**src/rtl/pu_ram_arbiter.sv**
```systemverilog
// Round-robin arbiter that lets PU_COUNT processing units share one single-port RAM.
// Issues one registered command per cycle and routes read data back to the issuing PU.
module pu_ram_arbiter #(
  parameter int RAM_WIDTH  = 16,
  parameter int PU_COUNT   = 7,
  parameter int ADDR_WIDTH = 8
) (
  input  logic                           clk,
  input  logic                           rst,
  input  logic [PU_COUNT-1:0]            req,
  input  logic [PU_COUNT-1:0]            wr_n_rd,
  input  logic [PU_COUNT*RAM_WIDTH-1:0]  wr_data,
  input  logic [PU_COUNT*ADDR_WIDTH-1:0] addr,
  output logic [PU_COUNT-1:0]            ack,
  output logic                           ram_en,
  output logic                           ram_we,
  output logic [ADDR_WIDTH-1:0]          ram_addr,
  output logic [RAM_WIDTH-1:0]           ram_wdata,
  input  logic [RAM_WIDTH-1:0]           ram_rdata,
  output logic [PU_COUNT-1:0]            rd_valid,
  output logic [RAM_WIDTH-1:0]           rd_data
);

  localparam int                  ID_W     = $clog2(PU_COUNT);
  localparam logic [ID_W:0]       PU_CNT   = (ID_W+1)'(PU_COUNT);
  localparam logic [ID_W-1:0]     LAST_ID  = ID_W'(PU_COUNT - 1);
  localparam logic [PU_COUNT-1:0] ONE_HOT0 = PU_COUNT'(1);

  logic [ADDR_WIDTH-1:0] addr_arr  [PU_COUNT];
  logic [RAM_WIDTH-1:0]  wdata_arr [PU_COUNT];

  for (genvar i = 0; i < PU_COUNT; i++) begin : g_unpack
    assign addr_arr[i]  = addr[i*ADDR_WIDTH +: ADDR_WIDTH];
    assign wdata_arr[i] = wr_data[i*RAM_WIDTH +: RAM_WIDTH];
  end

  logic [ID_W-1:0]     ptr;
  logic [PU_COUNT-1:0] eligible;
  logic                grant_found;
  logic [ID_W-1:0]     grant_id;
  logic [ID_W:0]       cand;

  // Read-command id pipeline: s1 aligns with the RAM command, s2 with ram_rdata.
  logic            s1_valid, s2_valid;
  logic [ID_W-1:0] s1_id, s2_id;

  // A PU acked this cycle is still showing its old request, so it is masked out.
  always_comb begin
    // NOTE: every variable gets a default before the loop so no path leaves it unassigned (no latch).
    eligible    = req & ~ack;
    grant_found = 1'b0;
    grant_id    = ptr;
    cand        = '0;
    for (int k = 0; k < PU_COUNT; k++) begin
      cand = {1'b0, ptr} + (ID_W+1)'(k);
      if (cand >= PU_CNT) cand = cand - PU_CNT;
      if (!grant_found && eligible[cand[ID_W-1:0]]) begin
        grant_found = 1'b1;
        grant_id    = cand[ID_W-1:0];
      end
    end
  end

  always_ff @(posedge clk) begin
    // NOTE: non-blocking assignments so every register samples pre-edge values regardless of order.
    if (rst) begin
      ptr       <= '0;
      ack       <= '0;
      ram_en    <= 1'b0;
      ram_we    <= 1'b0;
      ram_addr  <= '0;
      ram_wdata <= '0;
      s1_valid  <= 1'b0;
      s1_id     <= '0;
      s2_valid  <= 1'b0;
      s2_id     <= '0;
      rd_valid  <= '0;
      rd_data   <= '0;
    end else begin
      s2_valid <= s1_valid;
      s2_id    <= s1_id;
      rd_valid <= s2_valid ? (ONE_HOT0 << s2_id) : '0;
      if (s2_valid) rd_data <= ram_rdata;

      if (grant_found) begin
        ptr       <= (grant_id == LAST_ID) ? '0 : grant_id + 1'b1;
        ack       <= ONE_HOT0 << grant_id;
        ram_en    <= 1'b1;
        ram_we    <= wr_n_rd[grant_id];
        ram_addr  <= addr_arr[grant_id];
        ram_wdata <= wdata_arr[grant_id];
        s1_valid  <= ~wr_n_rd[grant_id];
        s1_id     <= grant_id;
      end else begin
        // Address and write data deliberately hold when idle.
        ack      <= '0;
        ram_en   <= 1'b0;
        ram_we   <= 1'b0;
        s1_valid <= 1'b0;
      end
    end
  end

endmodule

```
**config.mk**
```make
export PLATFORM = sky130hd
export DESIGN_NAME = pu_ram_arbiter
export DESIGN_NICKNAME = d
export VERILOG_FILES = /design/src/rtl/pu_ram_arbiter.sv
export SDC_FILE = /design/constraint.sdc
export NUM_CORES = 1
export LEC_CHECK = 0
export ABC_AREA = 0
export CAP_MARGIN = 10
export CORE_ASPECT_RATIO = 0.8
export CORE_MARGIN = 2
export CORE_UTILIZATION = 40
export DETAILED_ROUTE_END_ITERATION = 10
export PLACE_DENSITY = 0.82
export SETUP_SLACK_MARGIN = 0.15
export SYNTH_ARGS = -nofsm -noshare
export SYNTH_HDL_FRONTEND = slang
export SYNTH_SLANG_ARGS = --single-unit
```
**constraint.sdc**
```tcl
create_clock -name clk -period 12.7 [get_ports clk]
set_input_delay 1.27 -clock clk [delete_from_list [all_inputs] [get_ports clk]]
set_output_delay 1.27 -clock clk [all_outputs]
set_load 0.02 [all_outputs]
```
# == Word-level counts from Yosys, hierarchy flattened ==
# Index checks and enable logic that the tools add are counted.
# op_classes
addsub,14
div_mod_pow,0
n_shift,2
mul,0
reduce_logical,14
eq_ne,1
magnitude_cmp,16
n_mux,45
bitwise_logic,6
# ops
operator,n
$bmux 16 s3,1
$mux 3,15
$lt 3x4->1 const B,8
$mux 16,2
$bmux 1 s3,8
$bmux 8 s3,1
$ge 4x3->1 const B,6
$sub 3x3->3 const B,7
$mux 1,16
$mux 8,2
$shl 1x3->7 const A,2
$add 3x3->4 const B,3
$add 3x2->4 const B,2
$and 7x7->7,1
$not 7->7,1
$logic_and 1x1->1,6
$logic_not 1->1,6
$add 3x1->4 const B,1
$ge 4x4->1 const B,1
$not 3->4,1
$reduce_or 2->1,2
$add 3x1->3 const B,1
$eq 3x3->1 const B,1
$ge 3x3->1 const B,1
$not 1->1,3
# word_totals
romBits,0
mem_bits_rw,0
reg_bits,67
out_inout_bits,56
n_memories,0
latch_bits,0
wordCells,110
input_bits,200

# == Depth between registers and ports, before layout ==
# Gate-level depths: netlist of run 1.
# logic_depth
word_depth,27
mapped_depth,19
mapped_depth_nobuf,15

# == Least setup slack after synthesis of run 1 ==
# No wires, ideal clock.
# synth_path
path_kind,reg2reg
from,reg ptr[1]
to,reg ram_wdata[1]
setup_ns,0.124
path_stages_with_launch,18
path_slack_ns,8.594
arrival_time_ns,3.982
path_buffers,2
synth_period_minus_slack_ns,4.106
required_time_ns,12.576
cell_sequence,dfxtp_1 -> clkbuf_1 -> inv_1 -> ha_1 -> inv_1 -> fa_1 -> inv_1 -> mux2i_1 -> mux2_2 -> mux2_2 -> o22ai_1 -> a21boi_0 -> o31ai_1 -> o211a_1 -> buf_4 -> nand3_2 -> o22ai_1 -> a2111o_1
# synth_via
elab_chain_cells,27
word_cells_on_any_way,71
cone_classes,add/sub (13); order compare (7); mux (38); bitwise (1); reduce/logical (12)
# synth_lines
item,line,text
"start, declared",37,logic [ID_W-1:0] ptr;
"start signal, assigned",86,ptr <= (grant_id == LAST_ID) ? '0 : grant_id + 1'b1;
"parallel branches: the longest is 27 deep, another holds $add 3x1->4",--,
"end signal, assigned",91,ram_wdata <= wdata_arr[grant_id];
"end, declared",18,"output logic [RAM_WIDTH-1:0] ram_wdata,"
# Parallel ways; which one is timed is not known. The select of a mux whose other input is x is not followed.
# A chain may end at the register's enable or synchronous reset.

# == Final worst setup path of run 1 ==
# Ends and elaborated chain as after synthesis.

==> out/metrics.cfg, run 1 <==
[status]
status=finished clean

[cts]
cts_resized=0
clk_latency_ns=0.34
cts.sinks=67
htreeDepth=3
post_cts_buffers=0
cts_max_path_buffers=2
path_clk_slew_ns=0.07
cts-buffers-inserted=9
clock-root-buffer=clkbuf_16
cts_hold_buf=0
cts_tree=done

[worst_setup_path]
crit_path_frequent_cell=inv_1
reg2regPathDepth=16
crit_required_ns=12.98
worstPathMaxFanout=76
crit_chain=buf_4 -> inv_1 -> ha_1 -> inv_1 -> fa_1 -> inv_1 -> mux2i_1 -> mux2i_1 -> mux2i_4 -> nor4_4 -> nor4b_2 -> a31o_4 -> buf_4 -> nand3_1 -> o31ai_1 -> a2111o_1
critPathKind=flop to flop
arrival_ns=6.14
cp_slowest_stage_delay_ns=0.71
r2r_slack_ns=6.84
end_kind=flop
startpoint_type=flop
cpMaxStageDelayCell=buf_4

[global_routing]
grt-ovfl-total=0
grt_pass1_wl_um=32000
grt_pass1_vias=6128
grt.total_usage=0.265
grt_max_degree=77
antenna_found_initial=0

[final_layout]
drive_gt1_frac=0.0755
multi_input_area_mm2=0.00408
area_growth_syn_to_layout_pct=50.4
final_cells=1111
final-seq-area_mm2=0.00134
fillers=1193
nets=1136
diodes=0

[sta]
hold_viol_final=0
rsz0062_at_grt=false
setup-tns-final_ns=0
timing.final.crit_share=0.461
max_slew_margin=0.246
drv_slew=0
holdWs_ns=0.452
post-route-min-period_ns=5.86
clock_skew_ns=0.00983
worst-slew-pin-transition_ns=1.13
fmax_ghz=0.171
finalSetupViolCount=0

[yosys]
yosysTopAreaCell=dfxtp_1
synth.ff_latch_count=67
synth-edff-count=0
synth_area_per_cell_um2=8.17
ys_types=87
synth.area.top_cells=dfxtp_1 (23%), mux2i_1 (13%), nand2_1 (5.4%)
synth_top_area_share=0.234
synth_seq_area_share=0.234
syn_nets=915
synth-warning-count=0
synthArstFlopShare=0
syn_area_mm2=0.00573
syn-instance-count=701
synth_ff_type=dfxtp_1

[power]
p_leak_nw=3.27
p_per_area_mw_per_mm2=339
vdd_drop_max_v=0.000339
power_w=0.00292

[drt]
first_pass_iters=5
routed_wl_um=20700
wl_per_cell_um=18.6
drc_errors=0
vias=6382
drt-vias-per-instance=5.74
drt_iter0_drc=610
ant_nets=0

[flow_run]
maxCapViolCount=0

[place]
globalplace.congestion=1.01
place.detailed.hpwl_um=15600
port_buffers=255
dp.cells=1095

[die]
core_area_mm2=0.0142
die_w_um=138
design.die.area_mm2=0.0153
pin_count=256
num_rows=39
start_util=0.405
die_h_um=111

[worst_hold_path]
min_delay_path_depth=2
hold_path.class=flop to flop

## cell type report
class	instances	area share
Multi-Input combinational cell	572	0.474
Tap cell	184	0.0267
Clock buffer	9	0.0261
Inverter	8	0.00349
Clock inverter	7	0.00973
Sequential cell	67	0.156
Timing Repair Buffer	264	0.304
## stage by stage
stage               instance area [um^2]  setup WS, ns  utilization
floorplan                           5730          8.59            -
global placement                    8300          6.84        0.587
detailed placement                  8300          6.65        0.587
CTS                                 8610          6.88        0.609
global route                        8610          6.49        0.609
finish                              8610          6.84        0.609
## state kept, by name (all words and copies together), names as in the netlist
| signal | cells |
|---|---|
| ack | 7 |
| ptr | 3 |
| ram_addr | 8 |
| ram_en | 1 |
| ram_wdata | 16 |
| ram_we | 1 |
| rd_data | 16 |
| rd_valid | 7 |
| s1_id | 3 |
| s1_valid | 1 |
| s2_id | 3 |
| s2_valid | 1 |
## path summary, 6_finish.rpt
| kind | to | start |
|---|---|---|
| worst min register to register | ptr[0] | ptr[0] |
| worst min-delay path | ptr[0] | ptr[0] |
| worst max register to register | ram_wdata[1] | ptr[1] |
| worst max-delay path | ram_wdata[1] | ptr[1] |
## synth_stat cells, types with 9 or more instances
master / n
nand3_1: 35
nand2_1: 82
dfxtp_1: 67
ha_1: 13
o22a_1: 21
clkbuf_1: 18
nor3b_1: 9
o2111ai_1: 14
nor2_1: 54
o21ai_0: 30
nor3_1: 13
o211ai_1: 25
nor2b_1: 20
buf_4: 9
buf_2: 21
mux2i_1: 72
nand2b_1: 14
a21oi_1: 20
## per-layer routing
layer	share of wire	vias to the layer above	routed length, um	global-route usage
li1	-	3071	-	-
met1	0.43	2989	8890	0.353
met2	0.47	291	9700	0.428
met3	0.085	31	1750	0.0640
met4	0.018	0	363	0.0687
met5	0	-	0	0
## cell usage in the layout, fill, tap and decap left out, types with 13 or more instances in the layout
cell / Yosys / routed
o2111ai_1: 14 / 14
nand2b_1: 14 / 14
o22a_1: 21 / 21
nor3_1: 13 / 13
nand3_1: 35 / 35
o211ai_1: 25 / 25
clkdlybuf4s50_1: 0 / 255
a21oi_1: 20 / 20
nor2b_1: 20 / 20
mux2i_1: 72 / 72
dfxtp_1: 67 / 67
nand2_1: 82 / 82
nor2_1: 54 / 53
ha_1: 13 / 13
o21ai_0: 30 / 30
## worst max-delay path: cells and delay by family, from the launching register on
kind	cells	cell delay, ns
flip-flops	1	0.30
AO/OA/AOI/OAI	3	0.98
buffers and inverters	5	1.42
AND/OR/NAND/NOR	3	1.34
multiplexers	3	0.87
adder cells (fa/ha/maj)	2	0.83
## cells by family (layout without fill, tap and decap cells)
family | Yosys count | in the layout | synth area share
AND/OR/NAND/NOR | 268 | 268 | 0.241
flip-flops | 67 | 67 | 0.234
adder cells (fa/ha/maj) | 14 | 14 | 0.0319
buffers and inverters | 62 | 288 | 0.0577
multiplexers | 84 | 84 | 0.156
XOR/XNOR | 8 | 8 | 0.0162
AO/OA/AOI/OAI | 198 | 198 | 0.263
## where the power goes
group	leakage [nW]	switching, W	internal (W)	total (W)
Combinational	2.57	0.00139	0.000946	0.00234
Clock	0.149	0.000108	0.000156	0.000264
Sequential	0.551	0.0000361	0.000282	0.000318
Total	3.27	0.00153	0.00138	0.00292
Note: power is estimated with default switching activity, not from simulation.
==> run 2: changes to the inputs <==
clock period = 5.8 ns   (was 12.7 ns; I/O delays follow)
==> run 2 against run 1 <==
  * First-iteration DRC count down 26%
  * Global-route usage up 0.61 points
  * Clock skew down 0.0010 ns
  * Hold slack worse by 0.018 ns
==> out/metrics.cfg, run 2 (synthesis results as in run 1) <==
[final_layout]
fillers=1233  ; +3.4%
final_cell_mix=clkdlybuf4s50_1 (255), nand2_1 (82), mux2i_1 (72), dfxtp_1 (67), nor2_1 (53)
final-seq-area_mm2=0.00134  ; unchanged
diodes=0  ; unchanged
area_growth_syn_to_layout_pct=51.9
reg_top3=ram_wdata (16), rd_data (16), ram_addr (8)
final_util=0.615  ; +0.00610
final_common_cell=clkdlybuf4s50_1
nets=1148  ; +1.1%
drive_gt1_frac=0.0873  ; +0.0118
multi_input_area_mm2=0.00408  ; unchanged

[die]
die_h_um=111  ; unchanged
pin_count=256  ; unchanged
core_area_mm2=0.0142  ; unchanged
start_util=0.405  ; unchanged
die_w_um=138  ; unchanged
design.die.area_mm2=0.0153  ; unchanged
num_rows=39  ; unchanged

[power]
power_w=0.00655  ; +120%
vdd_drop_max_v=0.000736  ; +120%
p_per_area_mw_per_mm2=753  ; +120%
p_leak_nw=3.32  ; +1.6%

[sta]
rsz0062_at_grt=false
worst_slack_ns=0.910  ; -5.93 ns
finalSetupViolCount=0  ; unchanged
worst-slew-pin-transition_ns=0.984  ; -0.147 ns
post-route-min-period_ns=4.89  ; -0.967 ns
drv_slew=0  ; unchanged
fmax_ghz=0.204  ; +20%
setup-tns-final_ns=0  ; unchanged
max_slew_margin=0.343  ; +0.0973
clock_skew_ns=0.00882  ; -0.00101 ns
hold_viol_final=0  ; unchanged
timing.final.crit_share=0.843  ; +0.382

[global_routing]
grt_max_degree=35  ; -55%
grt.total_usage=0.271  ; +0.00615
antenna_found_initial=0  ; unchanged
grt_pass1_vias=6285  ; +2.6%
grt_pass1_wl_um=32900  ; +2.8%
grt-ovfl-total=0  ; unchanged

[drt]
drt-vias-per-instance=5.80  ; +0.90%
ant_nets=0  ; unchanged
first_pass_iters=5  ; unchanged
wl_per_cell_um=18.9  ; +1.4%
drc_errors=0  ; unchanged
vias=6509  ; +2.0%
routed_wl_um=21200  ; +2.5%
drt_iter0_drc=454  ; -26%

[flow_run]
maxCapViolCount=0  ; unchanged

[place]
globalplace.congestion=0.974  ; -3.6%
dp_slack_ns=0.994  ; -5.66 ns
port_buffers=255  ; unchanged
place.detailed.hpwl_um=16200  ; +3.9%

[worst_setup_path]
crit_path_frequent_cell=a22oi_1
r2r_end=ram_wdata[5]
worstPathMaxFanout=24  ; -68%
r2r_slack_ns=0.91  ; -5.93 ns
crit_required_ns=6.04  ; -6.94 ns
cpMaxStageDelayCell=ha_1
end_kind=flop
r2r-start=ptr[0]
arrival_ns=5.13  ; -1.01 ns
path_delay_family=compound AO/OA/AOI/OAI gates
reg2regPathDepth=13  ; -3
crit_chain=inv_2 -> ha_1 -> mux2i_1 -> mux4_2 -> o2bb2ai_1 -> o21ai_0 -> a22oi_1 -> o221ai_1 -> o211ai_4 -> buf_4 -> nor4_4 -> a22oi_1 -> o211ai_1
critPathKind=flop to flop
cp_slowest_stage_delay_ns=0.89  ; +0.18 ns
startpoint_type=flop
crit_buf_inv=2  ; -3

[status]
status=finished clean

[cts]
clk_latency_ns=0.33  ; about the same
clock-root-buffer=clkbuf_16
cts_hold_buf=0  ; unchanged
path_clk_slew_ns=0.06  ; about the same
cts.sinks=67  ; unchanged
post_cts_buffers=0  ; unchanged
htreeDepth=3  ; unchanged
cts_resized=0  ; unchanged
cts_tree=done
cts_max_path_buffers=2  ; unchanged
cts-buffers-inserted=9  ; unchanged

[worst_hold_path]
min_delay_path_depth=1  ; -1
worst_hold_startpoint=s1_valid
hold_path.class=flop to flop
holdPathEnd=s2_valid

==> run 2: cell types whose count changed in the layout (fill, tap and decap cells not counted) <==
cell | previous run | this run
clkinv_4 | 1 | 0
clkinvlp_4 | 1 | 2
inv_6 | 3 | 4
inv_8 | 1 | 0
buf_4 | 9 | 21
==> run 2: layout make-up <==
type,count,area share
Clock buffer,9,0.0259
Clock inverter,7,0.00920
Tap cell,184,0.0265
Multi-Input combinational cell,572,0.469
Inverter,8,0.00345
Timing Repair Buffer,276,0.312
Sequential cell,67,0.154
==> run 2: worst max-delay path by stage <==
stage | start | depth (start not counted) | endpoint | slack, ns
CTS | ptr[1] | 15 | ram_wdata[2] | 0.98
finish | ptr[0] | 13 | ram_wdata[5] | 0.91
global route | ptr[1] | 15 | ram_wdata[4] | 0.55
floorplan | ptr[1] | 17 | ram_wdata[1] | 1.69
global placement | ptr[1] | 16 | s1_valid | 1.07
detailed placement | ptr[1] | 15 | ram_wdata[2] | 0.99
==> run 2: metal layers <==
layer  global-route usage  up-vias  wire length, um
met4               0.0769        0              562
met2                0.434      365             9770
met5                    0        -                0
met1                0.352     3005             8750
met3               0.0800       44             2140
li1                     -     3095                -
==> run 2: power by group <==
part / total [W] / switching [W] / internal (W)
registers: 0.000705 / 0.0000875 / 0.000618
logic: 0.00528 / 0.00308 / 0.00220
clock network: 0.000566 / 0.000227 / 0.000339
total: 0.00655 / 0.00339 / 0.00316
==> run 2: worst reg2reg max path, cell delays in order, from the launching register on <==
cell	delay, ns
dfxtp_1	0.54
inv_2	0.19
ha_1	0.89
mux2i_1	0.21
mux4_2	0.51
o2bb2ai_1	0.31
o21ai_0	0.32
a22oi_1	0.13
o221ai_1	0.35
o211ai_4	0.13
buf_4	0.23
nor4_4	0.64
a22oi_1	0.19
o211ai_1	0.17
==> run 2: per-stage QoR <==
stage / std cells / instance area (um^2) / hold WS [ns]
6_report: 1123 / 8700 / 0.433
5_1_grt: 1123 / 8700 / 0.459
4_1_cts: 1123 / 8700 / 0.437
3_5_place_dp: 1107 / 8390 / 0.426
3_3_place_gp: 1107 / 8390 / 0.418
2_1_floorplan: 701 / 5730 / 0.414
==> run 3: changes to the inputs <==
clock period = 4.8 ns   (was 5.8 ns; I/O delays follow)
==> run 3 against run 2 <==
  * Sequential power increased by 21%
  * Worst setup slack got worse by 0.49 ns
  * Cell count increased by 2.0%
  * First-iteration DRC count increased by 7.7%
  * Sequential share of layout area decreased by 0.41 points
  * Combinational power increased by 29%
  * Clock power increased by 19%
  * Hold slack improved by 0.025 ns
==> out/metrics.cfg, run 3 (synthesis results as in run 1) <==
[place]
port_buffers=255  ; unchanged
place.detailed.hpwl_um=16700  ; +3.1%
globalplace.congestion=0.966  ; -0.76%
dp.cells=1129  ; +2.0%

[power]
clkPwrFrac=0.081  ; -0.005
p_sw_frac=0.500  ; -0.0179
p_leak_nw=3.46  ; +4.2%
p_int_w=0.00417  ; +32%
vdd_drop_max_v=0.000642  ; -13%
p_per_area_mw_per_mm2=934  ; +24%
power_w=0.00835  ; +28%
seq_power_share=0.102  ; -0.006
combinationalPowerShare=0.818  ; +0.012
power.switching_w=0.00418  ; +23%

[flow_run]
maxCapViolCount=0  ; unchanged

[worst_setup_path]
startpoint_type=flop
crit_required_ns=5.02  ; -1.02 ns
worstPathMaxFanout=35  ; +46%
critPathKind=flop to flop
cpMaxStageDelayCell=fa_1
end_kind=flop
cp_slowest_stage_delay_ns=0.54  ; -0.35 ns
crit_chain=ha_1 -> inv_1 -> fa_1 -> inv_1 -> mux2i_1 -> mux2_2 -> mux2_2 -> o22ai_1 -> a21boi_0 -> o31ai_2 -> o211ai_4 -> buf_12 -> o32a_1 -> o21ai_0 -> a221o_1
arrival_ns=4.60  ; -0.53 ns

[cts]
path_clk_slew_ns=0.06  ; about the same
cts_tree=done
cts-buffers-inserted=9  ; unchanged
htreeDepth=3  ; unchanged
clk_latency_ns=0.33  ; about the same
cts.sinks=67  ; unchanged
clock-root-buffer=clkbuf_16
cts_max_path_buffers=2  ; unchanged

[sta]
hold_viol_final=0  ; unchanged
timing.final.crit_share=0.912  ; +0.0685
worst-slew-pin-transition_ns=0.984  ; -0.000373 ns
fmax_ghz=0.229  ; +12%
max_slew_margin=0.343  ; about the same
clock_skew_ns=0.00675  ; -0.00207 ns
rsz0062_at_grt=false
holdWs_ns=0.459  ; +0.0255 ns
finalSetupViolCount=0  ; unchanged
post-route-min-period_ns=4.38  ; -0.514 ns
setup-tns-final_ns=0  ; unchanged
drv_slew=0  ; unchanged

[global_routing]
grt-ovfl-total=0  ; unchanged
grt_pass1_vias=6309  ; +0.38%
grt_max_degree=47  ; +34%
antenna_found_initial=0  ; unchanged
grt.total_usage=0.273  ; +0.00173
grt_pass1_wl_um=33100  ; +0.40%

[drt]
first_pass_iters=5  ; unchanged
ant_nets=0  ; unchanged
wl_per_cell_um=18.7  ; -0.89%
drt_iter0_drc=489  ; +7.7%
routed_wl_um=21500  ; +1.1%
vias=6604  ; +1.5%
drc_errors=0  ; unchanged
drt-vias-per-instance=5.77  ; -0.49%

[final_layout]
reg_top3=ram_wdata (16), rd_data (16), ram_addr (8)
final_common_cell=clkdlybuf4s50_1
drive_gt1_frac=0.110  ; +0.0230
final_cells=1145  ; +2.0%
diodes=0  ; unchanged
nets=1170  ; +1.9%
final_cell_mix=clkdlybuf4s50_1 (255), nand2_1 (81), mux2i_1 (72), dfxtp_1 (67), nor2_1 (53)
area_growth_syn_to_layout_pct=56.1

[worst_hold_path]
hold_path.class=flop to flop

[die]
die_w_um=138  ; unchanged
design.die.area_mm2=0.0153  ; unchanged
pin_count=256  ; unchanged
die_h_um=111  ; unchanged
start_util=0.405  ; unchanged
num_rows=39  ; unchanged
core_area_mm2=0.0142  ; unchanged

[status]
status=finished clean

[run 3: repair_timing]
| action | CTS | global route |
|---|---|---|
| endpoints found under the hold margin | 0 | 0 |
| setup endpoints to repair | 0 | 15 |
| setup buffers | 0 | 0 |
| gates resized for setup | 0 | 4 |
| hold buffers | 0 | 0 |
[run 3: power by group through the flow]
stage	Sequential [W]	Clock [W]	Combinational (W)
floorplan	0.000962	0	0.00480
global placement	0.000854	0	0.00661
detailed placement	0.000855	0	0.00668
CTS	0.000848	0.000683	0.00673
global route	0.000867	0.000709	0.00735
finish	0.000851	0.000673	0.00683
[run 3: worst paths after layout]
check / start / to / slack [ns] / depth (start not counted)
setup / recovery: ptr[0] / ram_wdata[2] / 0.42 / 15
hold / removal: s1_id[1] / s1_id[1] / 0.46 / 2
setup reg to reg: ptr[0] / ram_wdata[2] / 0.42 / 15
hold reg to reg: s1_id[1] / s1_id[1] / 0.46 / 2
[run 3: worst max-delay path: cells and delay by family, from the launching register on]
family	cells	cell delay, ns
compound gates	7	1.53
mux	3	1.01
fa+ha+maj	2	0.79
flops	1	0.53
buf+inv	3	0.38
[run 3: routing by layer]
metal  global-route usage  vias to the layer above  wire length [um]
met1                0.355                     3108              8870
met5                    0                        -                 0
met4               0.0850                        0               551
li1                     -                     3140                 -
met2                0.440                      307             10100
met3               0.0713                       49              1940
[run 3: final cells by class]
type	count	area (um^2)
Fill cell	1200	5210
Multi-Input combinational cell	572	4100
Timing Repair Buffer	298	2940
Sequential cell	67	1340
Tap cell	184	230
Clock buffer	9	225
Clock inverter	7	75.1
Inverter	8	30.0
[run 3: metrics by stage]
step                cell area (um^2)   util  worst slack [ns]
CTS                             8920  0.631             0.260
floorplan                       5730      -             0.694
global route                    8940  0.632             0.152
detailed placement              8620  0.609             0.300
global placement                8620  0.609             0.391
finish                          8940  0.632             0.424
